`src/rtl/kanagawa_credit_sender.sv`:
```
// Credit-flow-controlled link sender: a 2-entry input FIFO drains downstream only while credits remain.
// Optional sticky credit-overflow checker enabled by defining KANAGAWA_CREDIT_SENDER_CHECK_EN.
module kanagawa_credit_sender #(
    parameter int WIDTH   = 32,
    parameter int CREDITS = 4,
    localparam int CNT_W  = $clog2(CREDITS + 1)
) (
    input  logic             clk,
    input  logic             rst,
    input  logic [WIDTH-1:0] input_data_in,
    input  logic             input_valid_in,
    output logic             input_ready_out,
    output logic [WIDTH-1:0] output_data_out,
    output logic             output_valid_out,
    input  logic             credit_return_in,
    output logic [CNT_W-1:0] credits_available_out,
    output logic             credit_error_out
);

    localparam logic [CNT_W-1:0] CRED_MAX = CNT_W'(CREDITS);
    localparam logic [CNT_W-1:0] CRED_ONE = CNT_W'(1);

    logic [WIDTH-1:0] mem_q [2];
    logic             rd_ptr_q;
    logic             wr_ptr_q;
    logic [1:0]       occ_q;
    logic [1:0]       occ_d;
    logic             ready_q;
    logic             ready_d;
    logic             valid_q;
    logic [WIDTH-1:0] data_q;
    logic [CNT_W-1:0] cnt_q;
    logic [CNT_W-1:0] cnt_d;
    logic             accept_s;
    logic             send_s;

    assign accept_s = input_valid_in && ready_q;
    assign send_s   = (occ_q != 2'd0) && (cnt_q != {CNT_W{1'b0}});

    // Occupancy and ready are derived from the post-edge fill level
    always_comb begin
        occ_d = occ_q;
        case ({accept_s, send_s})
            2'b10:   occ_d = occ_q + 2'd1;
            2'b01:   occ_d = occ_q - 2'd1;
            default: occ_d = occ_q;
        endcase
        ready_d = (occ_d < 2'd2);
    end

    // Credit count: a return with the count already full saturates instead of wrapping
    always_comb begin
        cnt_d = cnt_q;
        case ({send_s, credit_return_in})
            2'b10: cnt_d = cnt_q - CRED_ONE;
            2'b01: begin
                if (cnt_q == CRED_MAX) begin
                    cnt_d = cnt_q;
                end else begin
                    cnt_d = cnt_q + CRED_ONE;
                end
            end
            default: cnt_d = cnt_q;
        endcase
    end

    // Control state registers
    always_ff @(posedge clk) begin
        if (rst) begin
            occ_q    <= 2'd0;
            ready_q  <= 1'b1;
            valid_q  <= 1'b0;
            cnt_q    <= CRED_MAX;
            rd_ptr_q <= 1'b0;
            wr_ptr_q <= 1'b0;
        end else begin
            occ_q   <= occ_d;
            ready_q <= ready_d;
            valid_q <= send_s;
            cnt_q   <= cnt_d;
            if (accept_s) begin
                wr_ptr_q <= ~wr_ptr_q;
            end
            if (send_s) begin
                rd_ptr_q <= ~rd_ptr_q;
            end
        end
    end

    // Payload storage and output data hold their contents across reset
    always_ff @(posedge clk) begin
        if (accept_s) begin
            mem_q[wr_ptr_q] <= input_data_in;
        end
        if (send_s) begin
            data_q <= mem_q[rd_ptr_q];
        end
    end

`ifdef KANAGAWA_CREDIT_SENDER_CHECK_EN
    logic overflow_s;
    logic err_q;

    assign overflow_s = credit_return_in && !send_s && (cnt_q == CRED_MAX);

    // Sticky protocol error, cleared only by reset
    always_ff @(posedge clk) begin
        if (rst) begin
            err_q <= 1'b0;
        end else if (overflow_s) begin
            err_q <= 1'b1;
            $error("%m credit overflow");
        end else begin
            err_q <= err_q;
        end
    end

    assign credit_error_out = err_q;
`else
    assign credit_error_out = 1'b0;
`endif

    assign input_ready_out       = ready_q;
    assign output_valid_out      = valid_q;
    assign output_data_out       = data_q;
    assign credits_available_out = cnt_q;

endmodule

```
`config.mk`:
```
export PLATFORM = sky130hd
export DESIGN_NAME = kanagawa_credit_sender
export DESIGN_NICKNAME = d
export VERILOG_FILES = /design/src/rtl/kanagawa_credit_sender.sv
export SDC_FILE = /design/constraint.sdc
export NUM_CORES = 1
export LEC_CHECK = 0
export CAP_MARGIN = 20
export CORE_AREA = 2 2 86 88
export DETAILED_ROUTE_END_ITERATION = 8
export DIE_AREA = 0 0 88 90
export HOLD_SLACK_MARGIN = 0.02
export MAX_ROUTING_LAYER = met4
export PLACE_DENSITY = 0.92
export SYNTH_ARGS = -nofsm -noshare
export SYNTH_HDL_FRONTEND = slang
export SYNTH_SLANG_ARGS = --single-unit
```
`constraint.sdc`:
```
create_clock -name clk -period 7.3 [get_ports clk]
set_clock_uncertainty 0.15 [all_clocks]
set_input_delay 1.46 -clock clk [delete_from_list [all_inputs] [get_ports clk]]
set_output_delay 1.46 -clock clk [all_outputs]
set_load 0.05 [all_outputs]
```
# Word-level counts from Yosys, hierarchy flattened
# Memory sizes are Yosys's and may differ from the RTL's. A register that Yosys moved wholly into a read port is not among the register bits.
# Cells that the tools add are included.
# classes
div_mod_pow	0
multipliers	0
order_cmp	1
mux	5
n_reduce_logical	6
n_eq_ne	6
n_addsub	4
bitwise	2
shift	0
# ops
operator	n
$pmux W3 S2	1
$eq A2 B1 Y1 const B	2
$eq A2 B2 Y1 const B	2
$pmux W2 S2	1
$reduce_bool A2 Y1	2
$add A3 B1 Y3 const B	1
$eq A3 B3 Y1 const B	1
$mux W3	1
$reduce_bool A3 Y1	1
$sub A3 B1 Y3 const B	1
$add A2 B1 Y2 const B	1
$logic_and A1 B1 Y1	2
$lt A2 B2 Y1 const B	1
$mux W1	2
$ne A2 B2 Y1 const B	1
$not A1 Y1	2
$reduce_and A2 Y1	1
$sub A2 B1 Y2 const B	1
# word_totals
ram_bits	64
latchBits	0
output_inout_bits	38
regBits	9
rom_bits	0
mem_count	1
in_bits	36
# memory_table
memory	words	width	read_ports	rd_ports_with_merged_regs	wr	line_no	text
mem_q	2	32	1	1	1	23	logic [WIDTH-1:0] mem_q [2];

# Depth between registers and ports, before layout
# depth
word_depth	5
depth_mapped	7
depth_no_buf	6

# Worst setup path before layout
# OpenSTA, ideal clock, no wires.
# synth_path
path_type	input port to flip-flop
startpoint	in input_valid_in
endpoint	mem mem_q[0][0], enable pin
n_path_buf	0
setup_slack_ps	3786
path_stages	2
t_arrival_ps	2943
required_ps	6729
setup_time_ps	421
path_cell_list	nand2_1 nor2_1
# synth_via
elab_chain_cells	3
# synth_rtl
item	line_no	text
start: declaration	11	input logic input_valid_in,
$logic_and A1 B1 Y1	37	assign accept_s = input_valid_in && ready_q;
$mux W1	92	if (accept_s) begin
$mux W1 (implied by the code)	93	mem_q[wr_ptr_q] <= input_data_in;
end: declaration	23	
# Every way passes these cells.

# Final worst setup path
# layout_path
startpoint	reg cnt_q[1] (netlist: credits_available_out[1])
endpoint	out credits_available_out[1]
# layout_lines
item	line_no	text
start: declaration	32	logic [CNT_W-1:0] cnt_q;
start signal: assignment	80	cnt_q <= cnt_d;
end: declaration	16	output logic [CNT_W-1:0] credits_available_out,
# No word-level cell between the ends.

==> summary.md <==
In this run the core area contains 31 standard-cell rows. Of the cells placed in the final design, the portion with a size suffix greater than 1 is 16.2%. Number of enable flip-flop cells after synthesis: 96. The via count normalized by instance count works out to 5.12. Average wire per standard cell: 16.2 um. Counting every net in the synthesized netlist gives 225. Summed over all cells, the static leakage comes to 1.59 nW. Most instantiated library cell after synthesis: sky130_fd_sc_hd__edfxtp_1. The run gives 3780 um^2 as the combined area of all synthesized cells. In the post-synthesis netlist, the biggest area contributors are sky130_fd_sc_hd__edfxtp_1, sky130_fd_sc_hd__mux2_2, sky130_fd_sc_hd__dfxtp_1.

The die is 90 um tall. The total negative setup slack is 0 ns. The final antenna-violating net count was 0.

The worst setup path is of the reg -> out kind. The largest area contributor in the synthesized netlist was sky130_fd_sc_hd__edfxtp_1. In this run, post-CTS hold repair placed 0 buffers. Area of placed instances: 4590 um^2. The final count of negative-setup-slack endpoints came out at 0. The run gives 1,867 as the total number of vias. STA classifies the critical path startpoint as a flip-flop. At the end of the flow the core is filled with cells to 67.9%.

The tools report the number of global-route vias before repair as 1,964. Worst min-delay path class: reg -> reg. The number of endpoints with negative hold slack in the final report was 0. The area of the core is 7020 um^2.

The buffer and inverter count on the worst path came out at 1. The tree built by TritonCTS fans out to 105 sinks. The die covers 7920 um^2. The post-CTS clock slew at the launch and capture registers of the worst setup and hold paths was 0.09 ns; the post-CTS setup buffer count was 0.

The die is 88 um wide. The count of inserted antenna diode cells is 0, and the synthesized area per cell is 20.2 um^2. The cell area power density was 437 nW/um^2; the total overflow reported by the global router was 0. The pin count of the biggest net entering global routing is 34. The signal on the critical path passes through clkdlybuf4s50_1. The post-synthesis sequential element count was 105.

Derived from the worst setup path, the maximum achievable clock frequency is 298 MHz. The tool flagged a number of max-cap violations equal to 0. Buffers inserted during clock tree synthesis total 9.

The slowest stage of the critical path belongs to the cell sky130_fd_sc_hd__clkdlybuf4s50_1. For this run, the number of Yosys warnings is 0. The total routing resource utilization after global routing is 16.3%. Total detailed-routing wirelength: 5900 um. The fraction of synthesized cell area taken by the top area cell type works out to 76.3%.

TritonCTS built the clock tree. On the critical path the largest part of the delay comes from buffers and inverters. After layout, the worst path uses 46.0% of the clock period. The highest ir drop seen on vdd was 0.237 mV; the worst-case clock buffer depth was 2. The run gives 187 as the post-synthesis cell count.

The tools report the cell at the root of the clock tree as sky130_fd_sc_hd__clkbuf_8. The global-route wire length before repair was 9360 um; the largest stage delay on the critical path was 0.88 ns. Count of cells resized by post-cts repair: 0.

The type of destination of the critical path was a primary output. The run gives 81.0% as the portion of the post-synthesis area used by sequential elements. Setup repair after global routing left no endpoint under its margin.

The commonest cells after synthesis are sky130_fd_sc_hd__edfxtp_1, sky130_fd_sc_hd__mux2_2, sky130_fd_sc_hd__dfxtp_1, sky130_fd_sc_hd__mux2_1, sky130_fd_sc_hd__nor2_1. The proportion of register bits with asynchronous set or reset after synthesis was 0%; the number of top-level pins was 74. The HPWL after detailed placement is 3760 um. Buffers placed on the I/O ports in this run total 72.

The most used flip-flop cell after synthesis is sky130_fd_sc_hd__edfxtp_1. For the pin with the worst max-slew slack, the measured transition is 0.972 ns. At the end of routability-driven placement, the weighted congestion stood at 0.735. The net total in the final layout was 301. Summing internal, switching and leakage power gives 2.08 mW. For the initial antenna violation count, the log shows 0. Once the floorplan was initialized, standard cells occupied 53.8% of the core. For the worst setup path, the data required time is 5.69 ns. The count of final max-slew check failures is 0. The area of all placed cells without fillers came out at 4770 um^2.

The clock period minus final worst setup slack is 3.36 ns, and the violation count after the first detailed-routing iteration is 113. The flow ran to the end, and the final reports show no timing, DRC or antenna violations. The later pin in the worst-skew pair is clocked with a latency of 0.34 ns. The highest net fanout along the worst path is 9, and the worst-case headroom to the max-slew limit is 35.0%. The number of different library cells used by synthesis comes to 35. The run gives 3 as the level count of the clock H-tree. The logs give 0 for the final routed DRC violation total and 1.75 ns for the worst path arrival time. The area growth from synthesis to layout is 26.1%. For the number of optimization iterations in the first detailed-route pass, the log shows 4.
## metal layers
layer | share of wire, % | GRT usage (%)
met1 | 41 | 18.7
met2 | 52 | 27.4
met3 | 4.9 | 3.40
met4 | 1.7 | 7.05
met5 | 0 | -
## flip-flops by register name, summed over array words and instances (netlist names), named ones only
register / cells
mem_q: 64
output_data_out: 32
credits_available_out: 3
input_ready_out: 1
occ_q: 1
output_valid_out: 1
rd_ptr_q: 1
wr_ptr_q: 1
## cells by family (layout without fill, tap and decap cells)
group / count (synthesis) / count (layout) / synth area share [%]
xor+xnor: 6 / 6 / 1.39
fa+ha+maj: 2 / 2 / 0.861
mux: 33 / 33 / 9.80
compound gates: 12 / 12 / 2.95
flops: 105 / 105 / 81.0
other cells: 1 / 1 / 0.0992
buf+inv: 9 / 88 / 1.39
simple gates: 19 / 19 / 2.48
## final timing paths
| kind | endpoint | slack [ns] | cells after the start | startpoint |
|---|---|---|---|---|
| worst max-delay path | credits_available_out[1] | 3.94 | 1 | credits_available_out[1]$_SDFFE_PP0P_ |
| worst min register to register | output_data_out[19]$_DFFE_PP_ | 0.38 | 1 | mem_q[0][19]$_DFFE_PP_ |
| worst max register to register | input_ready_out$_SDFF_PP1_ | 4.90 | 6 | credits_available_out[0]$_SDFFE_PP0P_ |
| worst min-delay path | output_data_out[19]$_DFFE_PP_ | 0.38 | 1 | mem_q[0][19]$_DFFE_PP_ |
## through the flow
step	cells	setup slack [ns]	hold slack [ns]
2_1_floorplan	187	3.79	0.343
3_3_place_gp	351	3.80	0.354
3_5_place_dp	351	3.72	0.366
4_1_cts	365	3.91	0.386
5_1_grt	365	3.88	0.411
6_report	365	3.94	0.382
## layout by cell type, fill, tap and decap left out, types with 4 or more instances in the layout
cell	synthesis	routed
sky130_fd_sc_hd__edfxtp_1	96	96
sky130_fd_sc_hd__clkdlybuf4s50_1	0	72
sky130_fd_sc_hd__mux2_2	23	23
sky130_fd_sc_hd__mux2_1	9	9
sky130_fd_sc_hd__clkbuf_8	0	9
sky130_fd_sc_hd__dfxtp_1	9	8
sky130_fd_sc_hd__nor2_1	7	6
sky130_fd_sc_hd__nand2_1	4	4
sky130_fd_sc_hd__xor2_1	4	4
## power breakdown
part           switching (mW)  total [mW]  internal [mW]
sequential             0.0879       0.960          0.872
clock                   0.170       0.323          0.153
combinational           0.524       0.800          0.276
total                   0.781        2.08           1.30
## layout make-up
| cell class | instances | area (um^2) |
|---|---|---|
| clock inverters | 4 | 46.3 |
| multi-input cells | 73 | 673 |
| fillers | 486 | 2250 |
| flip-flops and latches | 105 | 3060 |
| repair buffers | 73 | 728 |
| well taps | 99 | 124 |
| clock buffers | 10 | 128 |
| inverters | 1 | 3.75 |
Power figures use the tool's default switching activity.
